File: config.mk
export PLATFORM = sky130hd
export DESIGN_NAME = b16_dbg_host_flat
export DESIGN_NICKNAME = d
export VERILOG_FILES = /design/src/rtl/b16_dbg_pkg.sv /design/src/rtl/b16_dbg_host_if.sv /design/src/rtl/b16_dbg_host.sv /design/src/flat_wrapper.sv
export SDC_FILE = /design/constraint.sdc
export NUM_CORES = 1
export LEC_CHECK = 0
export ABC_AREA = 1
export CAP_MARGIN = 15
export CELL_PAD_IN_SITES_DETAIL_PLACEMENT = 1
export CELL_PAD_IN_SITES_GLOBAL_PLACEMENT = 1
export CORE_MARGIN = 2
export CORE_UTILIZATION = 42
export DETAILED_ROUTE_END_ITERATION = 8
export DONT_BUFFER_PORTS = 1
export PLACE_DENSITY = 0.77
export SLEW_MARGIN = 20
export SYNTH_ARGS = -nofsm -noshare
export SYNTH_HDL_FRONTEND = slang
export SYNTH_SLANG_ARGS = --single-unit
File: constraint.sdc
create_clock -name clk -period 1.5 [get_ports clk]
set_input_delay 0.075 -clock clk [delete_from_list [all_inputs] [get_ports clk]]
set_output_delay 0.075 -clock clk [all_outputs]
set_load 0.02 [all_outputs]
File: src/rtl/b16_dbg_pkg.sv
// Shared definitions for the b16 host-side debug initiator: command op codes,
// default response bytes, debug register addresses and the FSM state encoding.
package b16_dbg_pkg;

    typedef enum logic [1:0] {
        OP_READ  = 2'b00,
        OP_WRITE = 2'b01,
        OP_HALT  = 2'b10,
        OP_RUN   = 2'b11
    } op_e;

    localparam logic [7:0] ACK_DEFAULT = 8'hA5;
    localparam logic [7:0] NAK_DEFAULT = 8'hEE;

    localparam logic [2:0] DA_N      = 3'd0;
    localparam logic [2:0] DA_RSTACK = 3'd1;
    localparam logic [2:0] DA_BP     = 3'd2;
    localparam logic [2:0] DA_STATUS = 3'd3;
    localparam logic [2:0] DA_P      = 3'd4;
    localparam logic [2:0] DA_T      = 3'd5;
    localparam logic [2:0] DA_R      = 3'd6;
    localparam logic [2:0] DA_I      = 3'd7;

    typedef enum logic [2:0] {
        ST_IDLE,
        ST_ARG_HI,
        ST_ARG_LO,
        ST_EXEC,
        ST_SEND_HI,
        ST_SEND_LO,
        ST_SEND1
    } state_e;

endpackage

File: src/rtl/b16_dbg_host_if.sv
// Byte link between the serial front end and the debug host: a receive
// channel carrying command bytes in and a transmit channel carrying responses out.
interface b16_dbg_host_if;

    logic [7:0] rx_data;
    logic       rx_valid;
    logic       rx_ready;
    logic [7:0] tx_data;
    logic       tx_valid;
    logic       tx_ready;

    // Link side: produces command bytes, consumes response bytes.
    modport master (
        output rx_data, rx_valid, tx_ready,
        input  rx_ready, tx_data, tx_valid
    );

    // Debug host side: consumes command bytes, produces response bytes.
    modport slave (
        input  rx_data, rx_valid, tx_ready,
        output rx_ready, tx_data, tx_valid
    );

endinterface

File: src/rtl/b16_dbg_host.sv
// Host-side initiator for the b16 debug port. Decodes a byte command stream
// into single-clock dr/dw strobes and owns the CPU run line (halt/go/step).
module b16_dbg_host
    import b16_dbg_pkg::*;
#(
    parameter int         l            = 16,
    parameter bit         RUN_AT_RESET = 1'b1,
    parameter logic [7:0] ACK          = ACK_DEFAULT,
    parameter logic [7:0] NAK          = NAK_DEFAULT
) (
    input  logic              clk,
    input  logic              nreset,
    b16_dbg_host_if.slave     link,
    output logic              run,
    output logic              dr,
    output logic              dw,
    output logic [2:0]        daddr,
    output logic [l-1:0]      din,
    input  logic [l-1:0]      dout
);

    state_e         state_q, state_d;
    op_e            op_q, op_d;
    logic [2:0]     addr_q, addr_d;
    logic           sel_q, sel_d;
    logic [l-1:0]   arg_q, arg_d;
    logic           nak_q, nak_d;
    logic           step_q, step_d;
    logic [l-1:0]   cap_q, cap_d;
    logic           run_q, run_d;
    logic           dr_q, dr_d;
    logic           dw_q, dw_d;
    logic [2:0]     daddr_q, daddr_d;
    logic [l-1:0]   din_q, din_d;
    logic           rx_ready_q, rx_ready_d;
    logic           tx_valid_q, tx_valid_d;
    logic [7:0]     tx_data_q, tx_data_d;
    logic           accept;
    logic           tx_done;
    logic           enter_exec;

    assign accept  = link.rx_valid & rx_ready_q;
    assign tx_done = tx_valid_q & link.tx_ready;

    // Next-state and output decode; strobes and run changes are set up on
    // the edge entering EXEC so the CPU sees each side effect exactly once.
    always_comb begin
        state_d    = state_q;
        op_d       = op_q;
        addr_d     = addr_q;
        sel_d      = sel_q;
        arg_d      = arg_q;
        nak_d      = nak_q;
        step_d     = step_q;
        cap_d      = cap_q;
        run_d      = run_q;
        dr_d       = 1'b0;
        dw_d       = 1'b0;
        daddr_d    = daddr_q;
        din_d      = din_q;
        tx_valid_d = tx_valid_q;
        tx_data_d  = tx_data_q;
        enter_exec = 1'b0;

        case (state_q)
            ST_IDLE: begin
                if (accept) begin
                    op_d   = op_e'(link.rx_data[7:6]);
                    addr_d = link.rx_data[2:0];
                    sel_d  = link.rx_data[0];
                    if (op_e'(link.rx_data[7:6]) == OP_WRITE) begin
                        state_d = ST_ARG_HI;
                    end else begin
                        enter_exec = 1'b1;
                    end
                end
            end
            ST_ARG_HI: begin
                if (accept) begin
                    arg_d[15:8] = link.rx_data;
                    state_d     = ST_ARG_LO;
                end
            end
            ST_ARG_LO: begin
                if (accept) begin
                    arg_d[7:0] = link.rx_data;
                    enter_exec = 1'b1;
                end
            end
            ST_EXEC: begin
                tx_valid_d = 1'b1;
                if (dr_q) begin
                    cap_d     = dout;
                    tx_data_d = dout[15:8];
                    state_d   = ST_SEND_HI;
                end else begin
                    tx_data_d = nak_q ? NAK : ACK;
                    state_d   = ST_SEND1;
                end
                if (step_q) begin
                    run_d = 1'b0;
                end
                step_d = 1'b0;
            end
            ST_SEND_HI: begin
                if (tx_done) begin
                    tx_data_d = cap_q[7:0];
                    state_d   = ST_SEND_LO;
                end
            end
            ST_SEND_LO, ST_SEND1: begin
                if (tx_done) begin
                    tx_valid_d = 1'b0;
                    state_d    = ST_IDLE;
                end
            end
            default: begin
                state_d = ST_IDLE;
            end
        endcase

        if (enter_exec) begin
            state_d = ST_EXEC;
            daddr_d = addr_d;
            nak_d   = run_q && ((op_d == OP_READ) || (op_d == OP_WRITE) ||
                                ((op_d == OP_RUN) && sel_d));
            step_d  = (op_d == OP_RUN) && sel_d && !run_q;
            case (op_d)
                OP_READ:  dr_d = !run_q;
                OP_WRITE: begin
                    dw_d = !run_q;
                    din_d = arg_d;
                end
                OP_HALT:  run_d = 1'b0;
                OP_RUN:   run_d = sel_d ? !run_q : 1'b1;
                default:  run_d = run_q;
            endcase
        end

        rx_ready_d = (state_d == ST_IDLE) || (state_d == ST_ARG_HI) ||
                     (state_d == ST_ARG_LO);
    end

    // State and output registers; reset aborts any command in flight.
    always_ff @(posedge clk or negedge nreset) begin
        if (!nreset) begin
            state_q    <= ST_IDLE;
            op_q       <= OP_READ;
            addr_q     <= 3'd0;
            sel_q      <= 1'b0;
            arg_q      <= '0;
            nak_q      <= 1'b0;
            step_q     <= 1'b0;
            cap_q      <= '0;
            run_q      <= RUN_AT_RESET;
            dr_q       <= 1'b0;
            dw_q       <= 1'b0;
            daddr_q    <= 3'd0;
            din_q      <= '0;
            rx_ready_q <= 1'b0;
            tx_valid_q <= 1'b0;
            tx_data_q  <= 8'h00;
        end else begin
            state_q    <= state_d;
            op_q       <= op_d;
            addr_q     <= addr_d;
            sel_q      <= sel_d;
            arg_q      <= arg_d;
            nak_q      <= nak_d;
            step_q     <= step_d;
            cap_q      <= cap_d;
            run_q      <= run_d;
            dr_q       <= dr_d;
            dw_q       <= dw_d;
            daddr_q    <= daddr_d;
            din_q      <= din_d;
            rx_ready_q <= rx_ready_d;
            tx_valid_q <= tx_valid_d;
            tx_data_q  <= tx_data_d;
        end
    end

    assign run           = run_q;
    assign dr            = dr_q;
    assign dw            = dw_q;
    assign daddr         = daddr_q;
    assign din           = din_q;
    assign link.rx_ready = rx_ready_q;
    assign link.tx_valid = tx_valid_q;
    assign link.tx_data  = tx_data_q;

endmodule

File: src/flat_wrapper.sv
// flat-port wrapper written by rule: the top's interface ports become plain ports
module b16_dbg_host_flat import b16_dbg_pkg::*;
#(
    parameter int         l            = 16,
    parameter bit         RUN_AT_RESET = 1'b1,
    parameter logic [7:0] ACK          = ACK_DEFAULT,
    parameter logic [7:0] NAK          = NAK_DEFAULT
)
  (clk, nreset, run, dr, dw, daddr, din, dout, link_rx_data, link_rx_valid, link_tx_ready, link_rx_ready, link_tx_data, link_tx_valid);
  b16_dbg_host_if link_i ();
  input  logic clk;
  input  logic nreset;
  output logic run;
  output logic dr;
  output logic dw;
  output logic [2:0] daddr;
  output logic [l-1:0] din;
  input  logic [l-1:0] dout;
  input wire logic [$bits(link_i.rx_data)-1:0] link_rx_data;
  input wire logic [$bits(link_i.rx_valid)-1:0] link_rx_valid;
  input wire logic [$bits(link_i.tx_ready)-1:0] link_tx_ready;
  output wire logic [$bits(link_i.rx_ready)-1:0] link_rx_ready;
  output wire logic [$bits(link_i.tx_data)-1:0] link_tx_data;
  output wire logic [$bits(link_i.tx_valid)-1:0] link_tx_valid;
  assign link_i.rx_data = link_rx_data;
  assign link_i.rx_valid = link_rx_valid;
  assign link_i.tx_ready = link_tx_ready;
  assign link_rx_ready = link_i.rx_ready;
  assign link_tx_data = link_i.tx_data;
  assign link_tx_valid = link_i.tx_valid;
  b16_dbg_host #(.l(l), .RUN_AT_RESET(RUN_AT_RESET), .ACK(ACK), .NAK(NAK)) u_core (.clk(clk), .nreset(nreset), .link(link_i), .run(run), .dr(dr), .dw(dw), .daddr(daddr), .din(din), .dout(dout));
endmodule
Yosys cells after proc, flatten, opt, wreduce, memory -nomap -nowiden
Index checks and enable logic that the tools add are counted.
{ "classes": {"eq_ne": 14, "bitwise": 2, "muxes": 39, "reduce_logical": 19} }
{ "op_table": {"columns": ["cell", "count"], "rows": [
  ["2-to-1 mux 8 bit", 6],
  ["2-to-1 mux 3 bit", 8],
  ["case mux 3 bit (6 select lines)", 1],
  ["2-to-1 mux 1 bit", 16],
  ["case mux 8 bit (2 select lines)", 1],
  ["== test 3 x 2 -> 1 bit (second input constant)", 3],
  ["== test 3 bit (second input constant)", 3],
  ["AND reduction 2 bit", 4],
  ["2-to-1 mux 7 bit", 1],
  ["== test 3 x 1 -> 1 bit (second input constant)", 2],
  ["zero test 3 bit", 2],
  ["2-to-1 mux 2 bit", 3],
  ["case mux 1 bit (2 select lines)", 3],
  ["nonzero test 2 bit", 3],
  ["== test 2 x 1 -> 1 bit (second input constant)", 2],
  ["== test 2 bit (second input constant)", 2],
  ["logical OR 1 bit", 4],
  ["!= test 2 x 1 -> 1 bit (second input constant)", 2],
  ["logical AND 1 bit", 3],
  ["AND 1 bit", 2],
  ["zero test 2 bit", 1],
  ["OR reduction 2 bit", 1],
  ["zero test 1 bit", 1]
]} }
{ "totals": {"register_bits": 67, "out_inout_bits": 32, "input_bits": 28, "wordCells": 90} }

Depth between registers and ports, before layout
Gate-level depths: netlist of run 1.
{ "logic_depth": {"word_depth": 8, "ltp_mapped": 11} }

Worst setup path before layout of run 1
No wires, ideal clock.
{ "synth_timing": {"path_type": "register -> register", "from": "register u_core.rx_ready_q, in the netlist u_core.link.rx_ready", "to": "register u_core.din_q[5], in the netlist u_core.din[5]", "path_buffers": 3, "stages_incl_launch_ff": 11, "arrival_ns": 1.434, "synth_period_minus_slack_ns": 1.552, "setup_slack_ns": -0.052, "required_time_ns": 1.382, "cell_sequence": "dfrtp_1 buf_4 nand2_2 inv_2 nand3_2 nand2_1 nand2_2 buf_4 buf_4 nand4_1 nand2_1"} }
{ "synth_between": {"elab_chain_len": 5} }
{ "synth_rtl": {"columns": ["element", "line_no", "source"], "rows": [
  ["start: declaration", "b16_dbg_host.sv:35", "logic rx_ready_q, rx_ready_d;"],
  ["start signal: assignment", "b16_dbg_host.sv:177", "rx_ready_q <= rx_ready_d;"],
  ["AND 1 bit *", "b16_dbg_host.sv:42", "assign accept = link.rx_valid & rx_ready_q;"],
  ["2-to-1 mux 2 bit", "b16_dbg_host.sv:67", "if (accept) begin"],
  ["2-to-1 mux 2 bit", "b16_dbg_host.sv:65", "case (state_q)"],
  ["== test 2 x 1 -> 1 bit", "b16_dbg_host.sv:128", "case (op_d)"],
  ["AND reduction 2 bit (no source line)", null, null],
  ["end signal: assignment", "b16_dbg_host.sv:176", "din_q <= din_d;"],
  ["end: declaration", "b16_dbg_host.sv:34", "logic [l-1:0] din_q, din_d;"]
]} }
Every way passes the cells marked *; elsewhere a longest branch is shown, timed or not.
A chain may end at the register's enable or synchronous reset.

Final worst setup path of run 1
{ "layout_timing": {"from": "register u_core.state_q[2]", "to": "register u_core.din_q[3], in the netlist u_core.din[3]"} }
{ "layout_between": {"elab_chain_len": 4} }
{ "layout_rtl": {"columns": ["element", "line_no", "source"], "rows": [
  ["start: declaration", "b16_dbg_host.sv:22", "state_e state_q, state_d;"],
  ["start signal: assignment", "b16_dbg_host.sv:164", "state_q <= state_d;"],
  ["zero test 3 bit", "b16_dbg_host.sv:65", null],
  ["2-to-1 mux 2 bit", "b16_dbg_host.sv:65", null],
  ["== test 2 x 1 -> 1 bit", "b16_dbg_host.sv:128", null],
  ["AND reduction 2 bit (no source line)", null, null]
]} }
Parallel ways exist; a longest one is shown, timed or not.

==> metrics.json, run 1 <==
{
  "fin_hold_ws_ns": -0.5853,
  "violated_checks": "hold timing",
  "drive_gt1_share_pct": 22.62,
  "synthesis.area_per_instance_um2": 8.424,
  "arrival_worst_endpoint_ns": 1.68,
  "yosysUniqueCellTypes": 25,
  "globalplace.congestion": 0.7738,
  "timing_hold_violations_final": 67,
  "global_route.usage.total_pct": 23.23,
  "finalNonFillerCells": 519,
  "route.detailed.drc": 0,
  "status": "finished, violations left",
  "cp_cell_instances": "buf_4, nor2_4, nand2_2, nand2_4, nand3_4, nand2_2, nand2_2",
  "max_cap_viol_count": 0,
  "grt_first_pass_wirelength_um": 14860,
  "route.detailed.vias_per_inst": 5.260,
  "sequential_cell_area_fraction_in_the_yosys_report_pct": 53.83,
  "post_drt_wl_per_cell_um": 17.43,
  "clkSinkCount": 67,
  "sort_of_element_at_the_end_of_the_critical_path": "register",
  "cp_common_cell": "sky130_fd_sc_hd__nand2_2",
  "fp.dieW_um": 90.15,
  "floorplan.core_area_mm2": 0.007214,
  "cp-start-kind": "register",
  "synth.largest_area_cell": "sky130_fd_sc_hd__dfrtp_1",
  "ctsLongestPathBuffers": 2,
  "setup_tns_ns": 0,
  "post-synth-top-area-fraction_pct": 52.99,
  "hold_path.class": "in -> async",
  "cts-buffers-inserted": 9,
  "rsz0062_at_grt": "yes",
  "grt_start_max_net_pins": 68,
  "crit_type": "reg -> reg",
  "synthToLayoutAreaGrowth_pct": 25.37,
  "initial_standard_cell_utilization_of_the_core_pct": 43.20,
  "layout.core_utilization_pct": 54.16,
  "num_antenna_cells": 0,
  "vdd_ir_drop_max_v": 0.0009497,
  "number_of_synthesized_flops_with_an_enable_pin": 0,
  "ys.warnings.count": 0,
  "die-height_um": 90.15,
  "antenna_violating_nets_post_route": 0,
  "timing.final.crit_period_ns": 1.437,
  "worst-endpoint-required_ns": 1.74,
  "worst_pin_slew_ns": 0.3556,
  "post-synth-top-count-cell": "sky130_fd_sc_hd__nand2_1",
  "syn-num-nets": 398,
  "postSynth.topFlopCell": "sky130_fd_sc_hd__dfrtp_1",
  "leakage_power_nw": 1.976,
  "post_synth_inst_count": 370,
  "number_of_vias_after_detailed_routing": 2730,
  "overflow": 0,
  "post-place-cells": 478,
  "cts_max_level": 3,
  "cts_hold_buf": 17,
  "critical-path-slowest-cell": "sky130_fd_sc_hd__dfrtp_1",
  "fp-row-count": 31,
  "clkLatencyLatePin_ns": 0.35,
  "final_min_period_over_clock_period_pct": 95.83,
  "routed_wirelength_um": 9048,
  "netlist_area_before_placement_mm2": 0.003117,
  "commonest_cells_in_the_synthesized_netlist": "sky130_fd_sc_hd__nand2_1 (172), sky130_fd_sc_hd__dfrtp_1 (66), sky130_fd_sc_hd__nand3_1 (22)",
  "number_of_max_slew_violations_in_the_final_report": 0,
  "detailedRoute.firstIterationViolations": 80,
  "slowest_delay_ns": 0.42,
  "clock.fmax_ghz": 0.6957,
  "clkSlewWorstSetupHoldPaths_ns": 0.07,
  "slew-limit-headroom_pct": 76.19,
  "buffer_ports.inserted": 0,
  "post_synth_main_area_contributors": "sky130_fd_sc_hd__dfrtp_1 (53%), sky130_fd_sc_hd__nand2_1 (21%), sky130_fd_sc_hd__nand4_1 (3.8%)",
  "placed_cell_area_mm2": 0.003323,
  "io_pins": 60,
  "layout.cell_area.non_filler_mm2": 0.003908,
  "antenna_found_initial": 0,
  "worst_path_dominant_cell_family": "simple AND/OR/NAND/NOR gates",
  "design.final.nets": 444,
  "clock-skew-final_ns": 0.007747,
  "cp_max_fo": 8,
  "drt_pass_1_iters": 4,
  "die_area_mm2": 0.008126,
  "first_global_vias": 2960,
  "ys_async_sr_fraction_pct": 100.0,
  "power_density_mw_per_mm2": 2226,
  "cts_tree": "done",
  "setup_violations": 0,
  "cts.root.buffer_cell": "sky130_fd_sc_hd__clkbuf_8",
  "critical_path_buf_inv_count": 1,
  "ys_ff_latch": 67,
  "dp_hpwl_um": 5900
}
flip-flops by register name, summed over array words and instances, names as in the netlist, 2 cells and up:
name and cells:
u_core.link.tx_data 8, u_core.cap_q 8, u_core.din 16, u_core.arg_q 16, u_core.addr_q 3, u_core.op_q 2, u_core.state_q 3, u_core.daddr 3
logic make-up after synthesis:
group,count (synthesis),synth area share (%)
DFF,67,53.83
muxes,8,2.891
and+or+nand+nor,245,34.60
AOI/OAI and AO/OA,21,3.854
buffers and inverters,29,4.817
power breakdown:
group / internal (mW) / switching (mW) / leakage, nW / total [mW]
sequential: 2.57 / 0.907 / 0.831 / 3.48
clock: 0.942 / 0.682 / 0.109 / 1.62
combinational: 1.39 / 2.20 / 1.04 / 3.59
total: 4.90 / 3.79 / 1.98 / 8.70
timing repair:
item,in CTS,in global routing
endpoints found under the hold margin,86,67
pin swaps,3,10
setup endpoints to repair,19,39
resized for setup,12,25
buffers inserted,4,4
gates cloned,1,0
worst paths after layout:
check | from | cells past startpoint | slack, ns | endpoint
max | u_core.state_q[2] | 7 | 0.06 | u_core.din[3]
min | nreset | 0 | -0.59 | u_core.link.tx_valid
max reg2reg | u_core.state_q[2] | 7 | 0.06 | u_core.din[3]
min reg2reg | u_core.addr_q[1] | 2 | 0.48 | u_core.addr_q[1]
max in group asynchronous | nreset | 0 | 1.91 | u_core.run
min in group clk | dout[15] | 2 | 0.01 | u_core.link.tx_data[7]
per-stage QoR:
stage          power (mW)  setup WS, ns
2_1_floorplan       5.502     0.0001874
3_5_place_dp        6.533      -0.05308
5_1_grt             9.294      -0.07295
3_3_place_gp        6.364      0.002367
4_1_cts             8.450       0.01107
6_report            8.696       0.06252
area by class of cell:
cell class	count	area, um2
clock buffer	14	182.7
clock inverter	1	30.03
fill	876	3307
inverter	15	66.31
multi-input combinational	275	1398
sequential	67	1682
tap	99	123.9
timing repair buffer	48	425.4
metal layers:
layer  wire length (um)  GRT usage, %  vias up
met5                  0             0        -
met4                149         8.974        0
met3                341         4.191       12
met2               4770         41.17       63
met1               3786         28.06     1359
li1                   -             -     1296
layout by cell type, fill, tap and decap left out, drive strengths merged:
cell	instances
a21oi	4
a31oi	8
buf	31
bufinv	1
clkbuf	14
dfrtp	66
dfstp	1
dlygate4sd3	17
inv	15
mux2	8
nand2	179
nand3	28
nand4	19
nor2	20
o211ai	2
o21ai	7
No activity file was read; power rests on OpenSTA's default activity.
==> inputs of run 2 (changes only) <==
Settings changed: ABC_AREA 1 to not set, CORE_UTILIZATION 42 to 45, PLACE_DENSITY 0.77 to 0.76.
==> run 2 against run 1 <==
The run ends with hold timing, setup timing left. Utilization up 6.1 points. Worst hold slack better by 0.0019 ns. Power down 10%. Global-route usage down 2.2 points. Sequential share of layout area up 1.3 points. Final cell count down 31%. Critical path depth down 2. Clock skew down 0.0012 ns. Cell area down 3.2%. Maximum frequency down 24%. Clock power down 6%. Largest power group is now registers.
==> metrics.json, run 2 <==
{
  "status": {"value": "finished, violations left", "change": "unchanged"},
  "violated_checks": {"value": "hold timing, setup timing", "change": "was hold timing"},
  "io_pins": {"value": 60, "change": "unchanged"},
  "netlist_area_before_placement": {"value": 0.002884, "unit": "mm2", "change": "was 0.003117 mm2"},
  "placed_cell_area": {"value": 0.003114, "unit": "mm2", "change": "was 0.003323 mm2"},
  "busiest_layer": {"value": "met2", "change": "unchanged"},
  "syn-num-nets": {"value": 253, "change": "was 398"},
  "global_route.usage.total": {"value": 21.00, "unit": "%", "change": "was 23.23%"},
  "grt_use_met1": {"value": 25.72, "unit": "%", "change": "was 28.06%"},
  "grt_start_max_net_pins": {"value": 68, "change": "unchanged"},
  "met3_usage": {"value": 6.330, "unit": "%", "change": "was 4.191%"},
  "synth.largest_area_cell": {"value": "sky130_fd_sc_hd__dfrtp_1", "change": "unchanged"},
  "finalWorstSetupSlack": {"value": -0.3795, "unit": "ns", "change": "was 0.06252 ns"},
  "leakage_power": {"value": 1.739, "unit": "nW", "change": "was 1.976 nW"},
  "fp-row-count": {"value": 29, "change": "was 31"},
  "synth_xor_area_share": {"value": 0, "unit": "%", "change": "unchanged"},
  "fin_hold_ws": {"value": -0.5834, "unit": "ns", "change": "was -0.5853 ns"},
  "worst_path_dominant_cell_family": {"value": "simple AND/OR/NAND/NOR gates", "change": "unchanged"},
  "cp_max_fo": {"value": 16, "change": "was 8"},
  "clock-skew-final": {"value": 0.006503, "unit": "ns", "change": "was 0.007747 ns"},
  "timing.final.crit_period": {"value": 1.879, "unit": "ns", "change": "was 1.437 ns"},
  "cts_tree": {"value": "done", "change": "unchanged"},
  "clkLatencyLatePin": {"value": 0.34, "unit": "ns", "change": "was 0.35 ns"},
  "cts_hold_buf": {"value": 20, "change": "was 17"},
  "cp-start-kind": {"value": "register", "change": "unchanged"},
  "worst_pin_slew": {"value": 0.3288, "unit": "ns", "change": "was 0.3556 ns"},
  "detailedRoute.firstIterationViolations": {"value": 86, "change": "was 80"},
  "synth_compound_area_share": {"value": 8.373, "unit": "%", "change": "was 3.854%"},
  "number_of_vias_after_detailed_routing": {"value": 2019, "change": "was 2,730"},
  "worst-r2r-cell-count": {"value": 5, "change": "was 7"},
  "globalplace.congestion": {"value": 0.7467, "change": "was 0.7738"},
  "synthToLayoutAreaGrowth": {"value": 31.19, "unit": "%", "change": "was 25.37%"},
  "clkSinkCount": {"value": 67, "change": "unchanged"},
  "setup.reg_to_reg.worst_slack": {"value": -0.38, "unit": "ns", "change": "was 0.06 ns"},
  "die-height": {"value": 84.06, "unit": "um", "change": "was 90.15 um"},
  "ys_async_sr_fraction": {"value": 100.0, "unit": "%", "change": "unchanged"},
  "overflow": {"value": 0, "change": "unchanged"},
  "layout.cells.most_common_list": {"value": "sky130_fd_sc_hd__dfrtp_1 (66), sky130_fd_sc_hd__mux2_4 (27), sky130_fd_sc_hd__nand2_1 (23)", "change": "was sky130_fd_sc_hd__nand2_1 (159), sky130_fd_sc_hd__dfrtp_1 (63), sky130_fd_sc_hd__buf_4 (26)"},
  "cts-buffers-inserted": {"value": 9, "change": "unchanged"},
  "fp.dieW": {"value": 84.06, "unit": "um", "change": "was 90.15 um"},
  "globalRouteMet2Util": {"value": 35.43, "unit": "%", "change": "was 41.17%"},
  "grt_first_pass_wirelength": {"value": 11490, "unit": "um", "change": "was 14,860 um"},
  "setup_violations": {"value": 58, "change": "was 0"},
  "mostFrequentLayoutCell": {"value": "sky130_fd_sc_hd__dfrtp_1", "change": "was sky130_fd_sc_hd__nand2_1"},
  "cts.root.buffer_cell": {"value": "sky130_fd_sc_hd__clkbuf_8", "change": "unchanged"},
  "worst-endpoint-required": {"value": 1.73, "unit": "ns", "change": "was 1.74 ns"},
  "ys.warnings.count": {"value": 0, "change": "unchanged"},
  "synth_mux_area_share": {"value": 20.35, "unit": "%", "change": "was 2.890%"},
  "initial_standard_cell_utilization_of_the_core": {"value": 45.94, "unit": "%", "change": "was 43.20%"},
  "clock.fmax": {"value": 0.5321, "unit": "GHz", "change": "was 0.6957 GHz"},
  "critical_path_buf_inv_count": {"value": 1, "change": "unchanged"},
  "setup_tns": {"value": -10.18, "unit": "ns", "change": "was 0 ns"},
  "sequential_cell_area_fraction_in_the_yosys_report": {"value": 58.18, "unit": "%", "change": "was 53.83%"},
  "floorplan.core_area": {"value": 0.006277, "unit": "mm2", "change": "was 0.007214 mm2"},
  "first_global_vias": {"value": 2197, "change": "was 2,960"},
  "commonest_cells_in_the_synthesized_netlist": {"value": "sky130_fd_sc_hd__dfrtp_1 (66), sky130_fd_sc_hd__mux2_2 (37), sky130_fd_sc_hd__nand2_1 (23)", "change": "was sky130_fd_sc_hd__nand2_1 (172), sky130_fd_sc_hd__dfrtp_1 (66), sky130_fd_sc_hd__nand3_1 (22)"},
  "main_combinational_cell_family_by_area_after_synthesis": {"value": "multiplexers", "change": "was simple AND/OR/NAND/NOR gates"},
  "critical_path.reg2reg.endpoint": {"value": "u_core.din[10]", "change": "was u_core.din[3]"},
  "adder_cell_fraction_of_synth_area": {"value": 0, "unit": "%", "change": "unchanged"},
  "drive_gt1_share": {"value": 40.71, "unit": "%", "change": "was 22.62%"},
  "power_density": {"value": 2064, "unit": "mW/mm2", "change": "was 2226 mW/mm2"},
  "num_antenna_cells": {"value": 0, "change": "unchanged"},
  "postSynth.topFlopCell": {"value": "sky130_fd_sc_hd__dfrtp_1", "change": "unchanged"},
  "route.detailed.drc": {"value": 0, "change": "unchanged"},
  "number_of_synthesized_flops_with_an_enable_pin": {"value": 0, "change": "unchanged"},
  "post-synth-top-area-fraction": {"value": 57.27, "unit": "%", "change": "was 52.99%"},
  "critical-path-slowest-cell": {"value": "sky130_fd_sc_hd__dfrtp_1", "change": "unchanged"},
  "route.detailed.vias_per_inst": {"value": 5.655, "change": "was 5.260"},
  "slew-limit-headroom": {"value": 78.08, "unit": "%", "change": "was 76.19%"},
  "max_cap_viol_count": {"value": 0, "change": "unchanged"},
  "dp_hpwl": {"value": 4412, "unit": "um", "change": "was 5900 um"},
  "routed_wirelength": {"value": 7183, "unit": "um", "change": "was 9048 um"},
  "arrival_worst_endpoint": {"value": 2.11, "unit": "ns", "change": "was 1.68 ns"},
  "total_power": {"value": 7.808, "unit": "mW", "change": "was 8.696 mW"},
  "slowest_delay": {"value": 0.39, "unit": "ns", "change": "was 0.42 ns"},
  "synthesis.area_per_instance": {"value": 12.82, "unit": "um2", "change": "was 8.424 um2"},
  "hold_path.class": {"value": "in -> async", "change": "unchanged"},
  "die_area": {"value": 0.007065, "unit": "mm2", "change": "was 0.008126 mm2"},
  "ctsLongestPathBuffers": {"value": 2, "change": "unchanged"},
  "buffer_ports.inserted": {"value": 0, "change": "unchanged"},
  "post_synth_inst_count": {"value": 225, "change": "was 370"},
  "ys_ff_latch": {"value": 67, "change": "unchanged"},
  "number_of_max_slew_violations_in_the_final_report": {"value": 0, "change": "unchanged"},
  "layout.cell_area.non_filler": {"value": 0.003784, "unit": "mm2", "change": "was 0.003908 mm2"},
  "sort_of_element_at_the_end_of_the_critical_path": {"value": "register", "change": "unchanged"},
  "yosysUniqueCellTypes": {"value": 34, "change": "was 25"},
  "critical_path_cell_count": {"value": 5, "change": "was 7"},
  "layout.core_utilization": {"value": 60.28, "unit": "%", "change": "was 54.16%"},
  "post_drt_wl_per_cell": {"value": 20.12, "unit": "um", "change": "was 17.43 um"},
  "antenna_found_initial": {"value": 0, "change": "unchanged"},
  "cts_max_level": {"value": 3, "change": "unchanged"},
  "clkSlewWorstSetupHoldPaths": {"value": 0.07, "unit": "ns", "change": "about the same"},
  "cp_cell_instances": {"value": "nand3b_4, or3_4, or3b_4, buf_12, mux2_4", "change": "was buf_4, nor2_4, nand2_2, nand2_4, nand3_4, nand2_2, nand2_2"},
  "vdd_ir_drop_max": {"value": 0.001090, "unit": "V", "change": "was 0.0009497 V"},
  "timing_hold_violations_final": {"value": 67, "change": "unchanged"},
  "final_min_period_over_clock_period": {"value": 125.3, "unit": "%", "change": "was 95.83%"},
  "post_synth_main_area_contributors": {"value": "sky130_fd_sc_hd__dfrtp_1 (57%), sky130_fd_sc_hd__mux2_2 (14%), sky130_fd_sc_hd__mux2_4 (5.2%)", "change": "was sky130_fd_sc_hd__dfrtp_1 (53%), sky130_fd_sc_hd__nand2_1 (21%), sky130_fd_sc_hd__nand4_1 (3.8%)"},
  "drt_pass_1_iters": {"value": 4, "change": "unchanged"},
  "crit_type": {"value": "reg -> reg", "change": "unchanged"},
  "design.final.nets": {"value": 303, "change": "was 444"},
  "worst_r2r_startpoint": {"value": "u_core.state_q[2]", "change": "unchanged"},
  "rsz0062_at_grt": {"value": "yes", "change": "unchanged"},
  "timing.critical_path.from": {"value": "u_core.state_q[2]", "change": "unchanged"},
  "post-synth-top-count-cell": {"value": "sky130_fd_sc_hd__dfrtp_1", "change": "was sky130_fd_sc_hd__nand2_1"},
  "post_synth_and_or_nand_nor_area_fraction": {"value": 9.024, "unit": "%", "change": "was 34.60%"},
  "cp-endpoint": {"value": "u_core.din[10]", "change": "was u_core.din[3]"},
  "antenna_violating_nets_post_route": {"value": 0, "change": "unchanged"}
}
[run 2: cell count changes after synthesis, sizes merged, moves of 3 or more]
| cell | change |
|---|---|
| a21oi | -3 |
| a31oi | -3 |
| buf | -9 |
| clkbuf | +6 |
| inv | -5 |
| mux2 | +39 |
| nand2 | -156 |
| nand3 | -21 |
| nand4 | -19 |
| nor2 | -9 |
| o211ai | +7 |
| o21ai | +5 |
| o22ai | +4 |
[run 2: metal layers]
| metal | routed length (um) | share of wire, % |
|---|---|---|
| met2 | 3860 | 54 |
| met1 | 2894 | 40 |
| met4 | 76 | 1.1 |
| met3 | 351 | 4.9 |
| met5 | 0 | 0 |
[run 2: area by class of cell]
cell class                 count  area (um2)
multi-input combinational    137        1254
fill                         604        2494
clock inverter                 6       62.56
inverter                      10       37.54
timing repair buffer          50       518.0
tap                           77       96.34
sequential                    67        1678
clock buffer                  10       137.6
[run 2: metrics by stage]
stage	setup slack, ns	instances
global placement	-0.3644	314
floorplan	-0.6900	225
detailed placement	-0.3975	314
CTS	-0.3776	350
finish	-0.3795	357
global route	-0.4011	357
[run 2: cells by family after synthesis]
| group | Yosys count |
|---|---|
| DFF | 67 |
| AOI/OAI and AO/OA | 36 |
| muxes | 49 |
| buffers and inverters | 21 |
| and+or+nand+nor | 52 |
[run 2: timing repair]
item / 4_1_cts / 5_1_grt
hold endpoints to repair: 102 / 67
buffers inserted: 0 / 6
resized for setup: 16 / 34
cloned: 0 / 1
pin swaps: 0 / 4
endpoints found under the setup margin: 53 / 63
[run 2: where the power goes]
part / internal (mW) / leakage [nW] / switching [mW]
Sequential: 2.58 / 0.824 / 0.867
Combinational: 1.64 / 0.808 / 1.20
Clock: 0.816 / 0.107 / 0.708
[run 2: worst register-to-register path, stage by stage, from the launching register on]
cell and delay [ns]:
sky130_fd_sc_hd__dfrtp_1 0.39, sky130_fd_sc_hd__nand3b_4 0.16, sky130_fd_sc_hd__or3_4 0.34, sky130_fd_sc_hd__or3b_4 0.39, sky130_fd_sc_hd__buf_12 0.17, sky130_fd_sc_hd__mux2_4 0.31
[run 2: worst min path at each step]
stage	slack, ns	to	depth (start not counted)
floorplan	-0.22	u_core.addr_q[0]	0
global placement	-0.22	u_core.cap_q[7]	0
detailed placement	-0.22	u_core.cap_q[7]	0
CTS	-0.59	u_core.link.tx_data[3]	0
global route	-0.61	u_core.link.tx_data[3]	0
finish	-0.58	u_core.cap_q[7]	0
==> inputs of run 3 (changes only) <==
Settings changed: REMOVE_ABC_BUFFERS set to 1.
==> run 3 against run 2 <==
Sequential cell count did not move. Sequential share of layout area grew 0.47 points. Via count fell by 2.2%. The run still ends with hold timing, setup timing left. Register-to-register slack improved by 0.03 ns. First-iteration DRC count decreased by 41%. Clock-buffer cell count is 1 lower. Clock skew rose by 0.0020 ns. Cell area fell by 1.1%. Combinational power shrank 9.9%. Worst hold slack gained 0.0041 ns. Routed wire length is 4.3% lower. Sequential power barely moved. Largest power group unchanged.
==> metrics.json, run 3 (synthesized netlist as in run 2, its figures left out) <==
{
  "setup_tns": {"value": -9.093, "unit": "ns", "change": "was -10.18 ns"},
  "layout.core_utilization": {"value": 59.64, "unit": "%", "change": "was 60.28%"},
  "design.final.nets": {"value": 303, "change": "unchanged"},
  "worst_path_dominant_cell_family": {"value": "simple AND/OR/NAND/NOR gates", "change": "unchanged"},
  "arrival_worst_endpoint": {"value": 2.08, "unit": "ns", "change": "was 2.11 ns"},
  "power.share.combinational": {"value": 32.0, "unit": "%", "change": "was 36.4%"},
  "cts-buffers-inserted": {"value": 9, "change": "unchanged"},
  "cts_max_level": {"value": 3, "change": "unchanged"},
  "switching_share": {"value": 34.12, "unit": "%", "change": "was 35.60%"},
  "route.detailed.vias_per_inst": {"value": 5.517, "change": "was 5.655"},
  "rsz0062_at_grt": {"value": "yes", "change": "unchanged"},
  "die_area": {"value": 0.007065, "unit": "mm2", "change": "unchanged"},
  "status": {"value": "finished, violations left", "change": "unchanged"},
  "worst-endpoint-required": {"value": 1.73, "unit": "ns", "change": "about the same"},
  "fp-row-count": {"value": 29, "change": "unchanged"},
  "grt_first_pass_wirelength": {"value": 11480, "unit": "um", "change": "was 11,490 um"},
  "layout.filler_cells": {"value": 606, "change": "was 604"},
  "drt_pass_1_iters": {"value": 4, "change": "unchanged"},
  "clock-skew-final": {"value": 0.008479, "unit": "ns", "change": "was 0.006503 ns"},
  "dp_slack": {"value": -0.4198, "unit": "ns", "change": "was -0.3975 ns"},
  "fp.dieW": {"value": 84.06, "unit": "um", "change": "unchanged"},
  "leakage_power": {"value": 1.686, "unit": "nW", "change": "was 1.739 nW"},
  "cts_tree": {"value": "done", "change": "unchanged"},
  "finalWorstSetupSlack": {"value": -0.3515, "unit": "ns", "change": "was -0.3795 ns"},
  "post_drt_wl_per_cell": {"value": 19.20, "unit": "um", "change": "was 20.12 um"},
  "die-height": {"value": 84.06, "unit": "um", "change": "unchanged"},
  "p_int": {"value": 5.273, "unit": "mW", "change": "was 5.029 mW"},
  "global_route.usage.total": {"value": 21.16, "unit": "%", "change": "was 21.00%"},
  "drive_gt1_share": {"value": 40.36, "unit": "%", "change": "was 40.71%"},
  "number_of_vias_after_detailed_routing": {"value": 1975, "change": "was 2,019"},
  "ctsLongestPathBuffers": {"value": 2, "change": "unchanged"},
  "globalplace.congestion": {"value": 0.7742, "change": "was 0.7467"},
  "number_of_max_slew_violations_in_the_final_report": {"value": 0, "change": "unchanged"},
  "clkLatencyLatePin": {"value": 0.34, "unit": "ns", "change": "about the same"},
  "violated_checks": {"value": "hold timing, setup timing", "change": "unchanged"},
  "layout.cell_area.non_filler": {"value": 0.003744, "unit": "mm2", "change": "was 0.003784 mm2"},
  "dp_hpwl": {"value": 4123, "unit": "um", "change": "was 4412 um"},
  "critical-path-slowest-cell": {"value": "sky130_fd_sc_hd__or3b_4", "change": "was sky130_fd_sc_hd__dfrtp_1"},
  "power_density": {"value": 2138, "unit": "mW/mm2", "change": "was 2064 mW/mm2"},
  "buffer_ports.inserted": {"value": 0, "change": "unchanged"},
  "slew-limit-headroom": {"value": 76.33, "unit": "%", "change": "was 78.08%"},
  "cts.root.buffer_cell": {"value": "sky130_fd_sc_hd__clkbuf_8", "change": "unchanged"},
  "clkSlewWorstSetupHoldPaths": {"value": 0.08, "unit": "ns", "change": "was 0.07 ns"},
  "worst_pin_slew": {"value": 0.3551, "unit": "ns", "change": "was 0.3288 ns"},
  "overflow": {"value": 0, "change": "unchanged"},
  "routed_wirelength": {"value": 6874, "unit": "um", "change": "was 7183 um"},
  "cp_cell_instances": {"value": "nand3b_4, or3_4, or3b_4, buf_12, mux2_4", "change": "unchanged"},
  "grt_start_max_net_pins": {"value": 68, "change": "unchanged"},
  "cp-start-kind": {"value": "register", "change": "unchanged"},
  "critical_path_buf_inv_count": {"value": 1, "change": "unchanged"},
  "clkSinkCount": {"value": 67, "change": "unchanged"},
  "timing_hold_violations_final": {"value": 67, "change": "unchanged"},
  "setup_violations": {"value": 52, "change": "was 58"},
  "io_pins": {"value": 60, "change": "unchanged"},
  "antenna_found_initial": {"value": 1, "change": "was 0"},
  "power.share.sequential": {"value": 42.6, "unit": "%", "change": "was 44.1%"},
  "cts_hold_buf": {"value": 20, "change": "unchanged"},
  "route.detailed.drc": {"value": 0, "change": "unchanged"},
  "hold_path.class": {"value": "in -> async", "change": "unchanged"},
  "slowest_delay": {"value": 0.40, "unit": "ns", "change": "was 0.39 ns"},
  "p_switching": {"value": 2.731, "unit": "mW", "change": "was 2.779 mW"},
  "placed_cell_area": {"value": 0.003100, "unit": "mm2", "change": "was 0.003114 mm2"},
  "antenna_violating_nets_post_route": {"value": 0, "change": "unchanged"},
  "crit_type": {"value": "reg -> reg", "change": "unchanged"},
  "detailedRoute.firstIterationViolations": {"value": 51, "change": "was 86"},
  "layout.cells.most_common_list": {"value": "sky130_fd_sc_hd__dfrtp_1 (66), sky130_fd_sc_hd__mux2_2 (35), sky130_fd_sc_hd__buf_4 (24)", "change": "was sky130_fd_sc_hd__dfrtp_1 (66), sky130_fd_sc_hd__mux2_4 (27), sky130_fd_sc_hd__nand2_1 (23)"},
  "setup.reg_to_reg.worst_slack": {"value": -0.35, "unit": "ns", "change": "was -0.38 ns"},
  "post-place-cells": {"value": 316, "change": "was 314"},
  "fin_hold_ws": {"value": -0.5793, "unit": "ns", "change": "was -0.5834 ns"},
  "vdd_ir_drop_max": {"value": 0.001172, "unit": "V", "change": "was 0.001090 V"},
  "clock_share_of_power": {"value": 25.4, "unit": "%", "change": "was 19.5%"},
  "finalNonFillerCells": {"value": 358, "change": "was 357"},
  "sort_of_element_at_the_end_of_the_critical_path": {"value": "register", "change": "unchanged"},
  "first_global_vias": {"value": 2328, "change": "was 2,197"},
  "total_power": {"value": 8.004, "unit": "mW", "change": "was 7.808 mW"},
  "final_min_period_over_clock_period": {"value": 123.4, "unit": "%", "change": "was 125.3%"},
  "timing.final.crit_period": {"value": 1.852, "unit": "ns", "change": "was 1.879 ns"},
  "initial_standard_cell_utilization_of_the_core": {"value": 45.94, "unit": "%", "change": "unchanged"},
  "max_cap_viol_count": {"value": 0, "change": "unchanged"},
  "clock.fmax": {"value": 0.5401, "unit": "GHz", "change": "was 0.5321 GHz"},
  "mostFrequentLayoutCell": {"value": "sky130_fd_sc_hd__dfrtp_1", "change": "unchanged"},
  "cp_max_fo": {"value": 16, "change": "unchanged"},
  "floorplan.core_area": {"value": 0.006277, "unit": "mm2", "change": "unchanged"},
  "synthToLayoutAreaGrowth": {"value": 29.80, "unit": "%", "change": "was 31.19%"}
}
-- run 3: cell count changes in the layout (fill, tap and decap cells not counted), moves of 2 or more --
cell	previous run	this run
sky130_fd_sc_hd__mux2_2	20	35
sky130_fd_sc_hd__buf_4	16	24
sky130_fd_sc_hd__mux2_4	27	12
sky130_fd_sc_hd__nor2_1	5	7
sky130_fd_sc_hd__nor2_2	2	0
sky130_fd_sc_hd__buf_6	10	4
sky130_fd_sc_hd__bufinv_16	1	4
sky130_fd_sc_hd__buf_12	3	1
sky130_fd_sc_hd__clkinv_2	3	0
-- run 3: power groups by stage --
stage               clock network (mW)  registers (mW)  logic [mW]
finish                            2.04            3.41        2.56
detailed placement                   0            3.41        2.14
floorplan                            0            3.39        1.36
global placement                     0            3.38        2.04
CTS                               2.07            3.40        2.47
global route                      2.15            3.51        2.82
-- run 3: layer usage --
metal | up-vias | GRT usage (%) | share of wire (%)
met3 | 6 | 6.133 | 4.7
li1 | 898 | - | -
met1 | 1015 | 22.88 | 39
met4 | 0 | 7.771 | 0.92
met5 | - | 0 | 0
met2 | 56 | 38.82 | 56
-- run 3: what timing repair did --
item / 4_1_cts / 5_1_grt
pin swaps: 5 / 2
cloned: 1 / 0
gates resized for setup: 26 / 10
buffers inserted: 3 / 2
endpoints found under the hold margin: 102 / 67
setup endpoints to repair: 56 / 55
-- run 3: final cells by class --
cell class	count	area, um2	area share [%]
Clock buffer	9	123.9	3.309
Tap cell	77	96.34	2.574
Clock inverter	7	146.4	3.910
Sequential cell	67	1678	44.82
Antenna cell	1	2.502	0.06684
Inverter	10	37.54	1.003
Multi-Input combinational cell	137	1199	32.02
Timing Repair Buffer	50	460.4	12.30
-- run 3: worst paths after layout --
kind | from | end | cells past startpoint
max reg2reg | u_core.state_q[2] | u_core.din[7] | 5
min | nreset | u_core.link.tx_data[0] | 0
max in group asynchronous | nreset | u_core.run | 0
min in group clk | link_rx_data[7] | u_core.nak_q | 3
max | u_core.state_q[2] | u_core.din[7] | 5
min reg2reg | u_core.addr_q[0] | u_core.addr_q[0] | 2
